===== src/rtl/board_io_pkg.sv =====
// Shared defaults and types for the board I/O front-end.
package board_io_pkg;

  localparam int BOARD_IO_NUM_IN           = 5;
  localparam int BOARD_IO_NUM_LED          = 8;
  localparam int BOARD_IO_DEBOUNCE_CYCLES  = 1000000;
  localparam int BOARD_IO_PWM_W            = 8;

  typedef struct packed {
    logic level;
    logic rise;
    logic fall;
  } io_edge_t;

endpackage


===== src/rtl/io_debouncer.sv =====
// Single-channel pad conditioner: 2-FF synchroniser, debounce counter and
// one-cycle edge pulses aligned with the first cycle of the new level.
module io_debouncer
  import board_io_pkg::*;
#(
  parameter int DEBOUNCE_CYCLES = BOARD_IO_DEBOUNCE_CYCLES
) (
  input  logic     clk,
  input  logic     rst,
  input  logic     pad_i,
  output io_edge_t edge_o
);

  localparam int               CNT_W  = $clog2(DEBOUNCE_CYCLES);
  localparam logic [CNT_W-1:0] CNT_TC = CNT_W'(DEBOUNCE_CYCLES - 1);

  logic             sync1_q, sync2_q;
  logic             stable_q, stable_d;
  logic             rise_q, rise_d;
  logic             fall_q, fall_d;
  logic [CNT_W-1:0] cnt_q, cnt_d;

  // Any return to the stable value clears the count, so bounces restart it.
  always_comb begin
    stable_d = stable_q;
    cnt_d    = '0;
    rise_d   = 1'b0;
    fall_d   = 1'b0;
    if (sync2_q != stable_q) begin
      if (cnt_q == CNT_TC) begin
        stable_d = sync2_q;
        rise_d   = sync2_q;
        fall_d   = ~sync2_q;
      end else begin
        cnt_d = cnt_q + 1'b1;
      end
    end
  end

  always_ff @(posedge clk) begin
    if (rst) begin
      sync1_q  <= 1'b0;
      sync2_q  <= 1'b0;
      stable_q <= 1'b0;
      rise_q   <= 1'b0;
      fall_q   <= 1'b0;
      cnt_q    <= '0;
    end else begin
      sync1_q  <= pad_i;
      sync2_q  <= sync1_q;
      stable_q <= stable_d;
      rise_q   <= rise_d;
      fall_q   <= fall_d;
      cnt_q    <= cnt_d;
    end
  end

  assign edge_o.level = stable_q;
  assign edge_o.rise  = rise_q;
  assign edge_o.fall  = fall_q;

endmodule


===== src/rtl/board_io_conditioner.sv =====
// Board pad front-end: debounced GPIO inputs and LED drive.
// BOARD_IO_LED_PWM_EN adds global PWM dimming; otherwise LEDs follow led_en.
module board_io_conditioner
  import board_io_pkg::*;
#(
  parameter int NUM_IN          = BOARD_IO_NUM_IN,
  parameter int NUM_LED         = BOARD_IO_NUM_LED,
  parameter int DEBOUNCE_CYCLES = BOARD_IO_DEBOUNCE_CYCLES,
  parameter int PWM_W           = BOARD_IO_PWM_W
) (
  input  logic               clk,
  input  logic               rst,
  input  logic [NUM_IN-1:0]  pad_in,
  output logic [NUM_IN-1:0]  in_level,
  output logic [NUM_IN-1:0]  in_rise,
  output logic [NUM_IN-1:0]  in_fall,
  input  logic [NUM_LED-1:0] led_en,
  input  logic [PWM_W-1:0]   led_brightness,
  output logic [NUM_LED-1:0] pad_led
);

  for (genvar g = 0; g < NUM_IN; g++) begin : g_in
    io_edge_t edge_w;

    io_debouncer #(
      .DEBOUNCE_CYCLES(DEBOUNCE_CYCLES)
    ) u_debouncer (
      .clk    (clk),
      .rst    (rst),
      .pad_i  (pad_in[g]),
      .edge_o (edge_w)
    );

    assign in_level[g] = edge_w.level;
    assign in_rise[g]  = edge_w.rise;
    assign in_fall[g]  = edge_w.fall;
  end

  logic [NUM_LED-1:0] pad_led_q, pad_led_d;

`ifdef BOARD_IO_LED_PWM_EN
  logic [PWM_W-1:0] pwm_cnt_q, pwm_cnt_d;
  logic [PWM_W-1:0] shadow_q, shadow_d;
  logic             duty_on;

  // Brightness is only sampled at the wrap so a period is never cut short.
  always_comb begin
    pwm_cnt_d = pwm_cnt_q + 1'b1;
    shadow_d  = (pwm_cnt_q == '1) ? led_brightness : shadow_q;
    duty_on   = (shadow_q == '1) || (pwm_cnt_q < shadow_q);
    pad_led_d = led_en & {NUM_LED{duty_on}};
  end

  always_ff @(posedge clk) begin
    if (rst) begin
      pwm_cnt_q <= '0;
      shadow_q  <= '0;
    end else begin
      pwm_cnt_q <= pwm_cnt_d;
      shadow_q  <= shadow_d;
    end
  end
`else
  logic unused_brightness;

  assign unused_brightness = ^led_brightness;
  assign pad_led_d         = led_en;
`endif

  always_ff @(posedge clk) begin
    if (rst) begin
      pad_led_q <= '0;
    end else begin
      pad_led_q <= pad_led_d;
    end
  end

  assign pad_led = pad_led_q;

endmodule


===== config.mk =====
export PLATFORM = sky130hd
export DESIGN_NAME = board_io_conditioner
export DESIGN_NICKNAME = d
export VERILOG_FILES = /design/src/rtl/board_io_pkg.sv /design/src/rtl/io_debouncer.sv /design/src/rtl/board_io_conditioner.sv
export SDC_FILE = /design/constraint.sdc
export NUM_CORES = 1
export LEC_CHECK = 0
export CAP_MARGIN = 20
export CORE_AREA = 5 5 157 84
export CTS_CLUSTER_DIAMETER = 150
export DETAILED_ROUTE_END_ITERATION = 6
export DIE_AREA = 0 0 162 89
export GPL_ROUTABILITY_DRIVEN = 1
export GPL_TIMING_DRIVEN = 0
export PLACE_DENSITY = 0.72
export SKIP_LAST_GASP = 1
export SYNTH_ARGS = -nofsm -noshare
export SYNTH_HDL_FRONTEND = slang
export SYNTH_SLANG_ARGS = --single-unit

===== constraint.sdc =====
create_clock -name clk -period 1.8 [get_ports clk]
set_input_delay 0.18 -clock clk [delete_from_list [all_inputs] [get_ports clk]]
set_output_delay 0.18 -clock clk [all_outputs]
set_load 0.05 [all_outputs]

==> results.sh <==
export IMPL_status="finished, violations left"
export IMPL_violations="negative setup slack"
export IMPL_synth_seq_cells=133
export IMPL_crit_chain="or4b_4, or4_4, o21ai_4, buf_6, a21oi_2"
export IMPL_place_inst=820
export IMPL_start_kind="flop"
export IMPL_synth_cell_type_count=45
export IMPL_grt_use_total=0.189
export IMPL_syn_to_final_growth_pct=34.0
export IMPL_cts_buffers=17
export IMPL_crit_required_ns=2.09
export IMPL_die_h_um=89
export IMPL_synth_area_leaders="dfxtp_1 (47%), xnor2_1 (7.1%), nor2_1 (5.3%)"
export IMPL_synth_top_area_cell="dfxtp_1"
export IMPL_grt_max_degree=17
export IMPL_whs_ns=0.324
export IMPL_dieArea_um2=14400
export IMPL_grt_pass1_vias=4533
export IMPL_fmax_mhz=505
export IMPL_rrSetupSlack_ns=-0.18
export IMPL_ff2ff_path_depth=5
export IMPL_rows=28
export IMPL_drt_first_pass_iters=5
export IMPL_cts_num_sinks=133
export IMPL_slowest_delay_ns=0.58
export IMPL_clkTransAtPathRegs_ns=0.05
export IMPL_rsz0062_at_grt="true"
export IMPL_crit_slowest_cell="or4_4"
export IMPL_h_tree_depth=4
export IMPL_dieWidth_um=162
export IMPL_powerDensity_nw_per_um2=850
export IMPL_post_dp_hpwl_um=8560
export IMPL_r2r_start="g_in[0].u_debouncer.cnt_q[12]"
export IMPL_setup_viol=78
export IMPL_drive_above_1_share=0.306
export IMPL_synth_avg_cell_area_um2=8.99
export IMPL_fin_util=0.660
export IMPL_setup_worst_path_end="g_in[0].u_debouncer.cnt_q[13]"
export IMPL_drt_initial_drc_count=348
export IMPL_clk_latency_ns=0.41
export IMPL_root_buffer="clkbuf_16"
export IMPL_antenna_found_initial=0
export IMPL_nNetsFinal=747
export IMPL_highest_layer="met4"
export IMPL_routedWlPerCell_um=15.9
export IMPL_ioPinCount=46
export IMPL_fin_crit_sh=1.10
export IMPL_diodes=0
export IMPL_viasPerCell=5.51
export IMPL_cap_viol_max_count=0
export IMPL_yosysSeqAreaShare=0.468
export IMPL_syn_area_um2=5690
export IMPL_drv_slew=0
export IMPL_startpoint="g_in[0].u_debouncer.cnt_q[12]"
export IMPL_crit_fanout=8
export IMPL_period_needed_ns=1.98
export IMPL_yosysWarnings=0
export IMPL_hold_path_class="primary input to flop"
export IMPL_drc_errors=0
export IMPL_start_util=0.492
export IMPL_path_class="flop to flop"
export IMPL_synth_top_area_share=0.468
export IMPL_worst_slack_ns=-0.179
export IMPL_clockBufferDepth=2
export IMPL_grt_ovfl_total=0
export IMPL_portBuffers=37
export IMPL_core_um2=11600
export IMPL_relSlewSlack=0.472
export IMPL_cp_end_kind="flop"
export IMPL_grt_pass1_wl_um=22100
export IMPL_power_leakage_nw=2.52
export IMPL_ant_nets=0
export IMPL_num_vias=4843
export IMPL_drt_met1_wl_um=6840
export IMPL_route_met2_wl_um=6310
export IMPL_finalHoldViolCount=0
export IMPL_skew_ns=0.0102
export IMPL_tritoncts="yes"
export IMPL_fin_tns_setup_ns=-7.61
export IMPL_regToRegEndpoint="g_in[0].u_debouncer.cnt_q[13]"
export IMPL_met3_length_um=598
export IMPL_peakVddDrop_mv=0.549
export IMPL_arrival_ns=2.26
export IMPL_fin_cells=879
export IMPL_drt_total_wl_um=13900
export IMPL_synth_cells=633
export IMPL_synth_nets=661
export IMPL_tightest_slew_ns=0.784
export IMPL_place_gp_congestion=0.817
cell usage after synthesis (all sizes together):
library cell  count
nand4bb           1
and4              5
dfxtp           133
nor2b            18
nor4bb            1
o31ai            13
and2              5
nand4            20
a21oi            35
ha                5
and3             10
or2               5
nor2             80
a21bo             1
xnor2            46
nor4             21
inv              22
or4b              4
o21ai            24
nor4b             4
nand3b            1
nand2            37
buf              22
nand3            31
or3              25
or3b              1
nand2b            1
nor3b             2
nor3             13
clkbuf            8
a31o              2
or4              18
xor2             19
kinds of logic after synthesis:
family	count (synthesis)	share of synthesized area
XOR/XNOR	65	0.100
flip-flops	133	0.468
buffers and inverters	52	0.0482
AO/OA/AOI/OAI	75	0.0785
adder cells (fa/ha/maj)	5	0.0110
AND/OR/NAND/NOR	303	0.294
worst min-delay path by stage:
stage	start	end	slack, ns	depth (start not counted)
3_5_place_dp	g_in[3].u_debouncer.sync1_q	g_in[3].u_debouncer.sync2_q	0.43	1
2_1_floorplan	pad_in[0]	g_in[0].u_debouncer.sync1_q	0.31	1
5_1_grt	led_en[4]	pad_led[4]	0.32	2
3_3_place_gp	g_in[4].u_debouncer.sync1_q	g_in[4].u_debouncer.sync2_q	0.42	1
6_report	led_en[4]	pad_led[4]	0.32	2
4_1_cts	led_en[4]	pad_led[4]	0.31	2
per-layer routing:
layer,vias to the layer above,GRT usage
met3,23,0.0534
met2,109,0.290
li1,2387,-
met5,-,0
met1,2324,0.265
met4,0,0.0514
cells in the final DEF (no fill, tap or decap), types with 4 or more instances in the layout:
| master | netlist | routed |
|---|---|---|
| nor2_4 | 0 | 8 |
| xnor2_1 | 46 | 46 |
| o31ai_1 | 13 | 13 |
| and2_1 | 5 | 5 |
| buf_6 | 1 | 10 |
| or3_1 | 25 | 19 |
| dlymetal6s2s_1 | 0 | 9 |
| a21oi_2 | 1 | 22 |
| dfxtp_4 | 0 | 5 |
| and3_1 | 10 | 9 |
| dlygate4sd2_1 | 0 | 6 |
| o21ai_0 | 21 | 20 |
| or4_1 | 16 | 13 |
| nand2_1 | 37 | 35 |
| nor4_2 | 2 | 4 |
| clkbuf_1 | 8 | 6 |
| nor2_1 | 80 | 44 |
| nor3_1 | 13 | 13 |
| o21ai_4 | 2 | 4 |
| xor2_1 | 19 | 19 |
| nor2_2 | 0 | 28 |
| dfxtp_2 | 0 | 30 |
| or4_4 | 2 | 5 |
| nor4_1 | 18 | 15 |
| clkbuf_16 | 0 | 18 |
| dfxtp_1 | 133 | 98 |
| nor4b_1 | 4 | 4 |
| a21oi_1 | 34 | 13 |
| and4_1 | 5 | 5 |
| buf_4 | 18 | 43 |
| or3_4 | 0 | 6 |
| nand3_1 | 31 | 26 |
| nand4_1 | 19 | 19 |
| inv_1 | 22 | 22 |
| clkdlybuf4s50_1 | 0 | 22 |
| nor2b_1 | 18 | 18 |
where the power goes:
part	switching (W)	internal, W
Sequential	0.0000148	0.00296
Clock	0.00120	0.00212
Combinational	0.000104	0.0000844
worst max-delay path, delay by kind of cell (launching register included):
family | cells | cell delay (ns)
buffers and inverters | 1 | 0.19
AOI/OAI and AO/OA | 2 | 0.26
and+or+nand+nor | 2 | 1.09
DFF | 1 | 0.32
per-stage QoR:
stage	power [W]	setup WS [ns]	cell area (um^2)
final	0.00648	-0.179	7630
after global routing	0.00667	-0.229	7630
after CTS	0.00651	-0.167	7170
after detailed placement	0.00320	-0.585	6280
after global placement	0.00320	-0.528	6280
after floorplan	0.00313	-0.111	5720
flip-flops by register name (all words and copies together) (netlist names):
signal                     flops
g_in.u_debouncer.cnt_q       100
g_in.u_debouncer.sync2_q       5
g_in.u_debouncer.rise_q        5
pad_led                        8
g_in.u_debouncer.sync1_q       5
g_in.u_debouncer.fall_q        5
g_in.u_debouncer.stable_q      5
layout make-up:
type | count | area, um^2
fillers | 881 | 3930
multi-input cells | 448 | 3180
flip-flops and latches | 133 | 2720
repair buffers | 71 | 681
clock buffers | 24 | 482
plain buffers | 26 | 218
well taps | 150 | 188
inverters | 22 | 82.6
clock inverters | 5 | 75.1
timing repair:
action,in CTS,in global routing
hold buffers,0,0
endpoints found under the hold margin,0,0
endpoints found under the setup margin,109,108
resized for setup,78,101
cloned,3,2
pin swaps,20,26
setup buffers,13,16
Power figures use the tool's default switching activity.
